[src/rtl/cache_controller_dm.sv]
// Direct-mapped, write-back, write-allocate data cache controller.
// Sits between the CPU request stage and main memory. The CPU holds its request
// until hit_miss=1. A miss first writes back a dirty victim block, then refills the
// block from memory, and then re-evaluates the request in COMPARE, where it hits.
module cache_controller_dm #(
  parameter int INDEX_BITS = 2
) (
  input  logic         clock,
  input  logic         reset_n,
  input  logic         read_write,
  input  logic [9:0]   address,
  input  logic [31:0]  write_data,
  output logic         hit_miss,
  output logic [31:0]  read_data,
  output logic         mem_read,
  output logic         mem_write,
  output logic [9:0]   mem_address,
  output logic [127:0] mem_write_data,
  input  logic [127:0] mem_read_data,
  input  logic         mem_ready
);

  localparam int TAG_BITS   = 6 - INDEX_BITS;
  localparam int NUM_BLOCKS = 1 << INDEX_BITS;

  localparam logic [1:0] ST_COMPARE    = 2'd0;
  localparam logic [1:0] ST_WRITE_BACK = 2'd1;
  localparam logic [1:0] ST_ALLOCATE   = 2'd2;

  logic [1:0]            state_r;
  logic [1:0]            next_state_s;
  logic [NUM_BLOCKS-1:0] valid_r;
  logic [NUM_BLOCKS-1:0] dirty_r;
  logic [TAG_BITS-1:0]   tag_r  [NUM_BLOCKS];
  logic [127:0]          data_r [NUM_BLOCKS];

  logic [INDEX_BITS-1:0] idx_s;
  logic [TAG_BITS-1:0]   req_tag_s;
  logic [1:0]            word_s;
  logic                  hit_s;
  logic [31:0]           hit_word_s;
  logic                  wr_hit_s;
  logic                  wb_done_s;
  logic                  fill_s;
  logic                  unused_byte_s;

  // Address fields; the byte offset plays no role because every access is word-wide.
  assign idx_s         = address[3+INDEX_BITS:4];
  assign req_tag_s     = address[9:4+INDEX_BITS];
  assign word_s        = address[3:2];
  assign unused_byte_s = ^address[1:0];

  assign hit_s      = valid_r[idx_s] && (tag_r[idx_s] == req_tag_s);
  assign hit_word_s = data_r[idx_s][{word_s, 5'b00000} +: 32];

  // Array update strobes: store on write hit, victim cleaned on write-back ack, refill on read ack.
  assign wr_hit_s  = (state_r == ST_COMPARE) && hit_s && read_write;
  assign wb_done_s = (state_r == ST_WRITE_BACK) && mem_ready;
  assign fill_s    = (state_r == ST_ALLOCATE) && mem_ready;

  // Output decode and next-state selection; mem_* are pure functions of state so reset drops them at once.
  always_comb begin
    next_state_s   = state_r;
    hit_miss       = 1'b0;
    read_data      = 32'h0000_0000;
    mem_read       = 1'b0;
    mem_write      = 1'b0;
    mem_address    = 10'd0;
    mem_write_data = 128'd0;
    case (state_r)
      ST_COMPARE: begin
        hit_miss = hit_s;
        if (hit_s && !read_write) begin
          read_data = hit_word_s;
        end else begin
          read_data = 32'h0000_0000;
        end
        if (hit_s) begin
          next_state_s = ST_COMPARE;
        end else if (valid_r[idx_s] && dirty_r[idx_s]) begin
          next_state_s = ST_WRITE_BACK;
        end else begin
          next_state_s = ST_ALLOCATE;
        end
      end
      ST_WRITE_BACK: begin
        mem_write      = 1'b1;
        mem_address    = {tag_r[idx_s], idx_s, 4'b0000};
        mem_write_data = data_r[idx_s];
        if (mem_ready) begin
          next_state_s = ST_ALLOCATE;
        end else begin
          next_state_s = ST_WRITE_BACK;
        end
      end
      ST_ALLOCATE: begin
        mem_read    = 1'b1;
        mem_address = {address[9:4], 4'b0000};
        if (mem_ready) begin
          next_state_s = ST_COMPARE;
        end else begin
          next_state_s = ST_ALLOCATE;
        end
      end
      default: begin
        next_state_s = ST_COMPARE;
      end
    endcase
  end

  // Controller state and per-line valid/dirty flags; reset invalidates every line.
  always_ff @(posedge clock or negedge reset_n) begin
    if (!reset_n) begin
      state_r <= ST_COMPARE;
      valid_r <= {NUM_BLOCKS{1'b0}};
      dirty_r <= {NUM_BLOCKS{1'b0}};
    end else begin
      state_r <= next_state_s;
      if (wr_hit_s) begin
        dirty_r[idx_s] <= 1'b1;
      end else if (wb_done_s) begin
        dirty_r[idx_s] <= 1'b0;
      end else if (fill_s) begin
        valid_r[idx_s] <= 1'b1;
        dirty_r[idx_s] <= 1'b0;
      end
    end
  end

  // Tag and data arrays; contents are meaningless until the line is marked valid, so no reset.
  always_ff @(posedge clock) begin
    if (wr_hit_s) begin
      data_r[idx_s][{word_s, 5'b00000} +: 32] <= write_data;
    end else if (fill_s) begin
      data_r[idx_s] <= mem_read_data;
      tag_r[idx_s]  <= req_tag_s;
    end
  end

endmodule

[config.mk]
export PLATFORM = sky130hd
export DESIGN_NAME = cache_controller_dm
export DESIGN_NICKNAME = d
export VERILOG_FILES = /design/src/rtl/cache_controller_dm.sv
export SDC_FILE = /design/constraint.sdc
export NUM_CORES = 1
export LEC_CHECK = 0
export CAP_MARGIN = 15
export CORE_MARGIN = 2
export CORE_UTILIZATION = 35
export DETAILED_ROUTE_END_ITERATION = 10
export GPL_ROUTABILITY_DRIVEN = 0
export RECOVER_POWER = 25
export SLEW_MARGIN = 20
export SYNTH_ARGS = -nofsm -noshare
export SYNTH_HDL_FRONTEND = slang
export SYNTH_SLANG_ARGS = --single-unit
[constraint.sdc]
create_clock -name clock -period 6.2 [get_ports clock]
set_input_delay 1.86 -clock clock [delete_from_list [all_inputs] [get_ports clock]]
set_output_delay 1.86 -clock clock [all_outputs]
set_load 0.02 [all_outputs]
# Yosys cells after proc, flatten, opt, wreduce, memory -nomap -nowiden
# Memory sizes are Yosys's and may differ from the RTL's.
# Index checks and enable logic that the tools add are counted.
classes:
  addsub: 1
  mux: 154
  reduce_logical: 12
  n_eq_ne: 3
  n_shift: 3
  bitwise_logic: 134
  magnitude_cmp: 2
op_table:
  columns: ["op", "n"]
  rows:
  - ["$mux 128", 2]
  - ["$mux 1", 138]
  - ["$or 1x1->1", 128]
  - ["$shift 32x9->128 const A", 1]
  - ["$shiftx 128x8->32", 1]
  - ["$shiftx 32x9->128", 1]
  - ["$mux 32", 2]
  - ["$pmux 10 s2", 1]
  - ["$mux 4", 3]
  - ["$neg 7->9", 1]
  - ["$logic_and 1x1->1", 8]
  - ["$mux 2", 4]
  - ["$or 4x4->4", 2]
  - ["$pmux 2 s3", 1]
  - ["$and 4x4->4", 1]
  - ["$bmux 1 s2", 2]
  - ["$eq 4x4->1", 1]
  - ["$not 4->4", 1]
  - ["$lt 2x3->1 const B", 1]
  - ["$reduce_and 3->1", 1]
  - ["$reduce_bool 3->1", 1]
  - ["$demux 1 s2", 1]
  - ["$eq 2x1->1 const B", 1]
  - ["$eq 2x2->1 const B", 1]
  - ["4 further kinds", 5]
totals:
  wordCells: 314
  memories: 2
  mem_bits_rw: 528
  register_bits: 10
memory_table:
  columns: ["memory", "depth", "width", "rd", "rd_clocked_by_memory_dff", "wr", "line", "text"]
  rows:
  - ["data_r", 4, 128, 1, 0, 1, "35", "logic [127:0] data_r [NUM_BLOCKS];"]
  - ["tag_r", 4, 4, 1, 0, 1, "34", "logic [TAG_BITS-1:0] tag_r [NUM_BLOCKS];"]

# Longest topological paths before layout
# Gate-level depths: netlist (run 1).
logic_depth:
  word_depth: 9
  ltp_mapped: 10
  ltp_nobuf: 7

# Least setup slack after synthesis (run 1)
# OpenSTA, ideal clock, no wires.
synth_timing:
  path_kind: "in2out"
  startpoint: "in address[4]"
  endpoint: "out read_data[10]"
  setup_slack_ns: 0.439
  path_stages: 6
  t_arrival_ns: 3.901
  t_required_ns: 4.340
  n_path_buf: 3
  cell_sequence: "buf_2 > buf_6 > buf_1 > mux4_2 > mux4_2 > nor2b_1"
synth_via:
  elab_chain_cells: 6
  elab_cells_between_ends: 10
  classes_between: "eq/ne: 1; shift: 1; mux: 4; reduce/logical: 2; memory: 2"
synth_lines:
  columns: ["element", "line", "text"]
  rows:
  - ["from (decl)", "11", "input logic [9:0] address,"]
  - ["branches (longest 4 deep; another with $mem_v2 4x128)", null, null]
  - ["$mux 32 (*)", "73", "if (hit_s && !read_write) begin"]
  - ["$mux 32 (*)", "70", "case (state_r)"]
  - ["to (decl)", "14", "output logic [31:0] read_data,"]
# Mark *: on every way between the ends. The select of a mux whose other input is x is not followed.

# Final worst setup path (run 1)
layout_timing:
  startpoint: "in address[4]"
  endpoint: "out read_data[18]"
# Same word-level chain as after synthesis.

==> key figures, run 1 <==
Status
  • Status: finished, final reports clean

GRT
  • Grt total ovfl: 0
  • GRT Total Usage: 0.202
  • Initial antenna violation count: 5
  • Pin count of the biggest net entering global routing: 72
  • Vias in the first global route: 14400
  • First-pass GRT wire length: 101000 µm

Routing
  • Vias per cell: 5.46
  • DRC errors left: 0
  • DRT iter0 DRCs: 1264
  • Antenna-violating nets left: 0
  • WL per Instance: 28.1 µm
  • Drt total wl: 70600 µm
  • Initial DRT Pass Iterations: 7
  • Vias after detailed routing: 13700

Clock tree
  • CTS tree: done
  • Skew-Pair Late Insertion Delay: 0.60 ns
  • Number of post-CTS setup repair buffers: 0
  • Clock slew at reported path FFs: 0.06 ns
  • H-Tree Level Count: 2
  • Clk buf depth: 3
  • CTS Root Cell: clkbuf_16
  • Num CTS Buffers: 54
  • Clk sink count: 538

Placed design
  • Post-DP HPWL: 48100 µm
  • Port Buffers: 340

Worst setup path
  • RR Startpoint: tag_r[2][2]
  • Worst path cell trace: buf_8 > buf_12 > buf_12 > mux4_2 > mux4_2 > nor2b_1 > clkdlybuf4s50_1
  • CP startpoint: address[4]
  • Worst Setup End Kind: output pin
  • Worst Path Max Fanout: 31
  • Worst Path Required: 4.34 ns
  • CP max stage delay: 0.55 ns
  • Worst path slowest cell: mux4_2
  • CP Class: primary input to output pin
  • Critical Path Start Type: primary input
  • Critical Path AT: 4.26 ns
  • R2R Setup Slk: 2.67 ns

Timing
  • Max Slew Vio Count: 0
  • Slew HR: 0.366
  • Hold Fails Final Rpt: 0
  • Setup TNS: 0 ns
  • Fin crit share: 0.987
  • Worst Tran Pin Value: 0.951 ns
  • Max Fclk: 163 MHz
  • RSZ-0062 raised after global routing: true
  • Setup Skew: 0.0200 ns
  • Final setup vio count: 0
  • Crit path time final: 6.12 ns

Floorplan
  • Core footprint: 65900 µm²
  • Die area: 68800 µm²
  • Initial Util: 0.354
  • Die Wd: 262 µm
  • # IOs: 347
  • Die H: 262 µm
  • FP Rows: 94

Synthesis
  • Seq/Total Area, Yosys: 0.690
  • Mean Syn Cell Area: 19.0 µm²
  • #FFs+latches synth: 538
  • Mapped Area: 23300 µm²
  • Synth warn: 0
  • Mapped Cells: 1228
  • Unique masters post-synth: 38

Power
  • Post-layout power: 9.12 mW
  • Leak: 10.1 nW
  • PD cells: 304 nW/µm²
  • Peak VDD IR: 0.000206 V

Hold path
  • Worst min-delay path class: register to register
  • Hold path start: valid_r[0]

Cells and area
  • Nets@finish: 1790
  • Share of layout cells above drive strength 1: 0.208
  • Area growth from synthesis to layout: 28.5%

Run
  • Max-cap violations: 0
==> Yosys cell counts <==
cell | number | area [µm²]
clkinv_1 | 1 | 3.75
nand3_2 | 1 | 10.0
mux2i_1 | 1 | 10.0
nand4_1 | 2 | 12.5
mux4_2 | 166 | 3740
dfrtp_1 | 10 | 250
o211ai_1 | 1 | 7.51
o21ai_1 | 1 | 5.00
nor4b_1 | 1 | 8.76
edfxtp_1 | 528 | 15900
and3b_1 | 1 | 8.76
o21ai_0 | 8 | 40.0
inv_1 | 3 | 11.3
xnor2_2 | 1 | 16.3
nor2_1 | 9 | 33.8
o2111ai_1 | 1 | 8.76
nand2b_1 | 5 | 31.3
a21o_1 | 5 | 37.5
a22o_1 | 128 | 1120
buf_1 | 17 | 63.8
nor2b_1 | 68 | 425
a22oi_1 | 4 | 30.0
nand3_1 | 8 | 40.0
buf_2 | 26 | 130
buf_6 | 2 | 22.5
xnor2_1 | 3 | 26.3
nand2_1 | 8 | 30.0
o31ai_4 | 3 | 63.8
clkbuf_1 | 40 | 150
and3_1 | 4 | 25.0
ha_1 | 9 | 113
conb_1 | 1 | 3.75
and2_1 | 129 | 807
or2_2 | 2 | 12.5
a21oi_2 | 1 | 8.76
a21oi_1 | 18 | 90.1
nand4b_1 | 1 | 8.76
buf_4 | 11 | 82.6
==> routing by layer <==
| layer | up-vias | GRT usage | routed length (µm) |
|---|---|---|---|
| met5 | - | 0.00901 | 145 |
| met4 | 10 | 0.0521 | 1790 |
| met3 | 102 | 0.0426 | 4920 |
| met2 | 592 | 0.331 | 34100 |
| met1 | 7257 | 0.275 | 29600 |
| li1 | 5783 | - | - |
==> metrics by stage <==
stage	hold slack [ns]	instances	worst slack, ns	utilization	instance area, µm²
finish	0.461	2515	0.0825	0.456	30000
global route	0.492	2515	-0.0127	0.456	30000
CTS	0.462	2514	0.0106	0.455	30000
detailed placement	0.449	2415	-0.0581	0.431	28400
global placement	0.438	2415	-0.0132	0.431	28400
floorplan	0.423	1231	0.439	-	23400
==> state kept, by name (all words and copies together) (netlist names), named ones only <==
register,count
data_r,512
state_r,2
tag_r,16
valid_r,4
==> area by class of cell <==
class | count | area [µm²]
fill | 5666 | 35900
sequential | 538 | 16100
multi-input combinational | 593 | 7020
timing repair buffer | 416 | 4170
clock buffer | 69 | 1470
tap | 864 | 1080
clock inverter | 30 | 144
inverter | 4 | 15.0
antenna | 1 | 2.50
==> path summary, 6_finish.rpt <==
path	endpoint	depth (start not counted)
min in group asynchronous	state_r[1]	1
max in group asynchronous	asynchronous set/reset pin	1
setup reg to reg	data_r[3][36]	7
hold / removal	valid_r[0]	1
hold reg to reg	valid_r[0]	1
setup / recovery	read_data[18]	7
==> power breakdown <==
part | total [mW] | internal (mW) | switching (mW)
logic | 1.61 | 0.646 | 0.963
clock network | 3.00 | 1.67 | 1.33
registers | 4.51 | 4.45 | 0.0551
total | 9.12 | 6.76 | 2.35
==> cells in the final DEF (no fill, tap or decap), types with 5 or more instances in the layout <==
cell | Yosys | routed
clkbuf_16 | 0 | 57
and2_1 | 129 | 129
nor2b_1 | 68 | 68
clkinv_1 | 1 | 18
nand2b_1 | 5 | 5
a21oi_4 | 0 | 17
dlymetal6s2s_1 | 0 | 9
ha_1 | 9 | 7
buf_4 | 11 | 57
mux4_2 | 166 | 166
nand2_1 | 8 | 8
a21o_1 | 5 | 5
clkdlybuf4s50_1 | 0 | 311
clkinv_2 | 0 | 8
edfxtp_1 | 528 | 528
dfrtp_1 | 10 | 10
a22o_1 | 128 | 128
dlygate4sd3_1 | 0 | 5
o21ai_0 | 8 | 8
nand3_1 | 8 | 9
dlygate4sd2_1 | 0 | 8
buf_12 | 0 | 17
nor2_1 | 9 | 9
clkbuf_1 | 40 | 17
==> critical path, delay by kind of cell <==
kind / cells / cell delay (ns)
multiplexers: 2 / 1.03
buffers and inverters: 4 / 1.15
AND/OR/NAND/NOR: 1 / 0.16
==> repair_timing <==
action | in CTS | in global routing
pin swaps | 0 | 0
gates resized for setup | 10 | 10
hold buffers | 0 | 0
endpoints found under the setup margin | 10 | 20
==> cells by family (layout without fill, tap and decap cells) <==
family,Yosys count,in the layout,share of synthesized area
AOI/OAI and AO/OA,170,170,0.0605
xor gates and xnor gates,4,4,0.00182
adders and majority gates,9,9,0.00482
buffers and inverters,100,519,0.0199
DFF,538,538,0.690
muxes,167,167,0.161
other,1,5,0.000161
and+or+nand+nor,239,239,0.0623
No activity file was read; power rests on OpenSTA's default activity.
==> run 2, diff against run 1 <==
HOLD_SLACK_MARGIN = 0.06   (was unset)
PLACE_DENSITY_LB_ADDON = 0.12   (was unset)
==> key figures, run 2 (synthesized netlist as in run 1, its figures left out) <==
Routing
  • DRT iter0 DRCs: 1067
  • Vias per cell: 5.39
  • Vias after detailed routing: 13700
  • Initial DRT Pass Iterations: 5
  • WL per Instance: 29.0 µm
  • Antenna-violating nets left: 0
  • DRC errors left: 0
  • Drt total wl: 73400 µm

Cells and area
  • Multi-input logic area: 6970 µm²
  • Most common cell after layout, fill and taps aside: edfxtp_1
  • Area growth from synthesis to layout: 29.9%
  • Sequential cell area: 16100 µm²
  • Nets@finish: 1809
  • # fillers: 5734
  • Largest registers: data_r: 512 flops, tag_r: 16 flops, valid_r: 4 flops
  • Post-route cell area: 30300 µm²
  • Biggest register: data_r
  • Most frequent cells in the layout: edfxtp_1 (528), clkdlybuf4s50_1 (307), mux4_2 (166), and2_1 (129), a22o_1 (128)
  • Max reg flops: 512
  • Share of layout cells above drive strength 1: 0.209

Worst setup path
  • Worst path cell trace: dlygate4sd3_1 > inv_1 > buf_4 > mux4_2 > nor2b_1 > clkdlybuf4s50_1
  • Critical Path Start Type: primary input
  • Worst path slowest cell: dlygate4sd3_1
  • Worst Setup End Kind: output pin
  • Worst Path Required: 4.34 ns
  • Worst Path Max Fanout: 9
  • CP Class: primary input to output pin
  • Critical Path AT: 4.28 ns
  • CP max stage delay: 0.73 ns

GRT
  • First-pass GRT wire length: 104000 µm
  • Initial antenna violation count: 7
  • Grt total ovfl: 0
  • GRT Total Usage: 0.211
  • Vias in the first global route: 14300
  • Pin count of the biggest net entering global routing: 81

Clock tree
  • Clock slew at reported path FFs: 0.06 ns
  • H-Tree Level Count: 2
  • Skew-Pair Late Insertion Delay: 0.62 ns
  • CTS Root Cell: clkbuf_16
  • Clk sink count: 538
  • CTS tree: done
  • Num CTS Buffers: 57
  • Clk buf depth: 3

Floorplan
  • Initial Util: 0.354
  • Core footprint: 65900 µm²
  • FP Rows: 94
  • Die Wd: 262 µm
  • Die H: 262 µm
  • Die area: 68800 µm²
  • # IOs: 347

Run
  • Max-cap violations: 10

Hold path
  • Worst min-delay path class: register to register

Power
  • Peak VDD IR: 0.000218 V
  • PD cells: 307 nW/µm²
  • Leak: 10.4 nW
  • Post-layout power: 9.30 mW

Timing
  • Max Fclk: 163 MHz
  • Setup Skew: 0.0161 ns
  • Final setup vio count: 0
  • Worst Tran Pin Value: 2.10 ns
  • RSZ-0062 raised after global routing: false
  • Max Slew Vio Count: 219
  • Crit path time final: 6.14 ns
  • Hold Fails Final Rpt: 0
  • Fin crit share: 0.991
  • Slew HR: -0.399

Placed design
  • Placed cell area: 28700 µm²
  • Post-DP HPWL: 48600 µm
  • Port Buffers: 340

Status
  • Failing checks: max-capacitance violations, max-slew violations
  • Status: finished with violations
## run 2: changes by cell type in the layout (fill, tap and decap cells not counted), moves of 7 or more
| cell | change |
|---|---|
| buf_12 | +11 |
| dlymetal6s2s_1 | +13 |
| dlygate4sd2_1 | -7 |
| buf_4 | -10 |
## run 2: stage by stage
| step | utilization | cells | setup slack (ns) | setup TNS (ns) | hold slack, ns |
|---|---|---|---|---|---|
| after global placement | 0.435 | 2430 | -0.223 | -2.50 | 0.435 |
| after floorplan | - | 1231 | 0.439 | 0 | 0.423 |
| after global routing | 0.460 | 2534 | 0.0115 | 0 | 0.474 |
| after detailed placement | 0.435 | 2430 | -0.189 | -2.40 | 0.442 |
| final | 0.460 | 2535 | 0.0565 | 0 | 0.460 |
| after CTS | 0.461 | 2532 | 0.0341 | 0 | 0.459 |
## run 2: area by class of cell
type | instances | share of cell area
sequential | 538 | 0.531
multi-input combinational | 593 | 0.230
timing repair buffer | 432 | 0.147
clock buffer | 63 | 0.0478
tap | 864 | 0.0356
clock inverter | 38 | 0.00800
inverter | 4 | 0.000495
antenna | 3 | 0.000248
## run 2: path summary, 6_finish.rpt
path / start / to / slack [ns] / depth (start not counted)
min in group asynchronous: reset_n / asynchronous set/reset pin / 1.65 / 1
worst max register to register: tag_r[3][0] / data_r[0][85] / 1.56 / 8
worst min-delay path: valid_r[0] / valid_r[0] / 0.46 / 1
worst max-delay path: address[3] / read_data[27] / 0.06 / 6
worst min register to register: valid_r[0] / valid_r[0] / 0.46 / 1
max in group asynchronous: reset_n / asynchronous set/reset pin / 4.21 / 1
## run 2: per-layer routing
metal,global-route usage,up-vias,share of wire,wire (µm)
li1,-,5829,-,-
met5,0,-,0.00018,13
met1,0.286,7276,0.42,31200
met4,0.0511,2,0.021,1530
met3,0.0336,92,0.054,3980
met2,0.357,458,0.50,36700
## run 2: what timing repair did
item,in CTS,in global routing
buffers inserted,1,0
hold buffers,0,0
gates resized for setup,5,24
pin swaps,1,0
endpoints found under the setup margin,32,24
cloned,0,0
## run 2: where the power goes
part | switching [mW] | internal [mW]
registers | 0.0533 | 4.45
clock network | 1.39 | 1.75
logic | 0.985 | 0.671
total | 2.43 | 6.88
## run 2: worst max-delay path: cells and delay by family
kind          cells  cell delay, ns
mux               1            0.52
buf+inv           4            1.75
simple gates      1            0.14
==> run 3, diff against run 2 <==
CTS_CLUSTER_SIZE = 40   (was unset)
==> results of run 3 <==
Same layout as run 2: the final DEF is identical, and so are final timing and power.
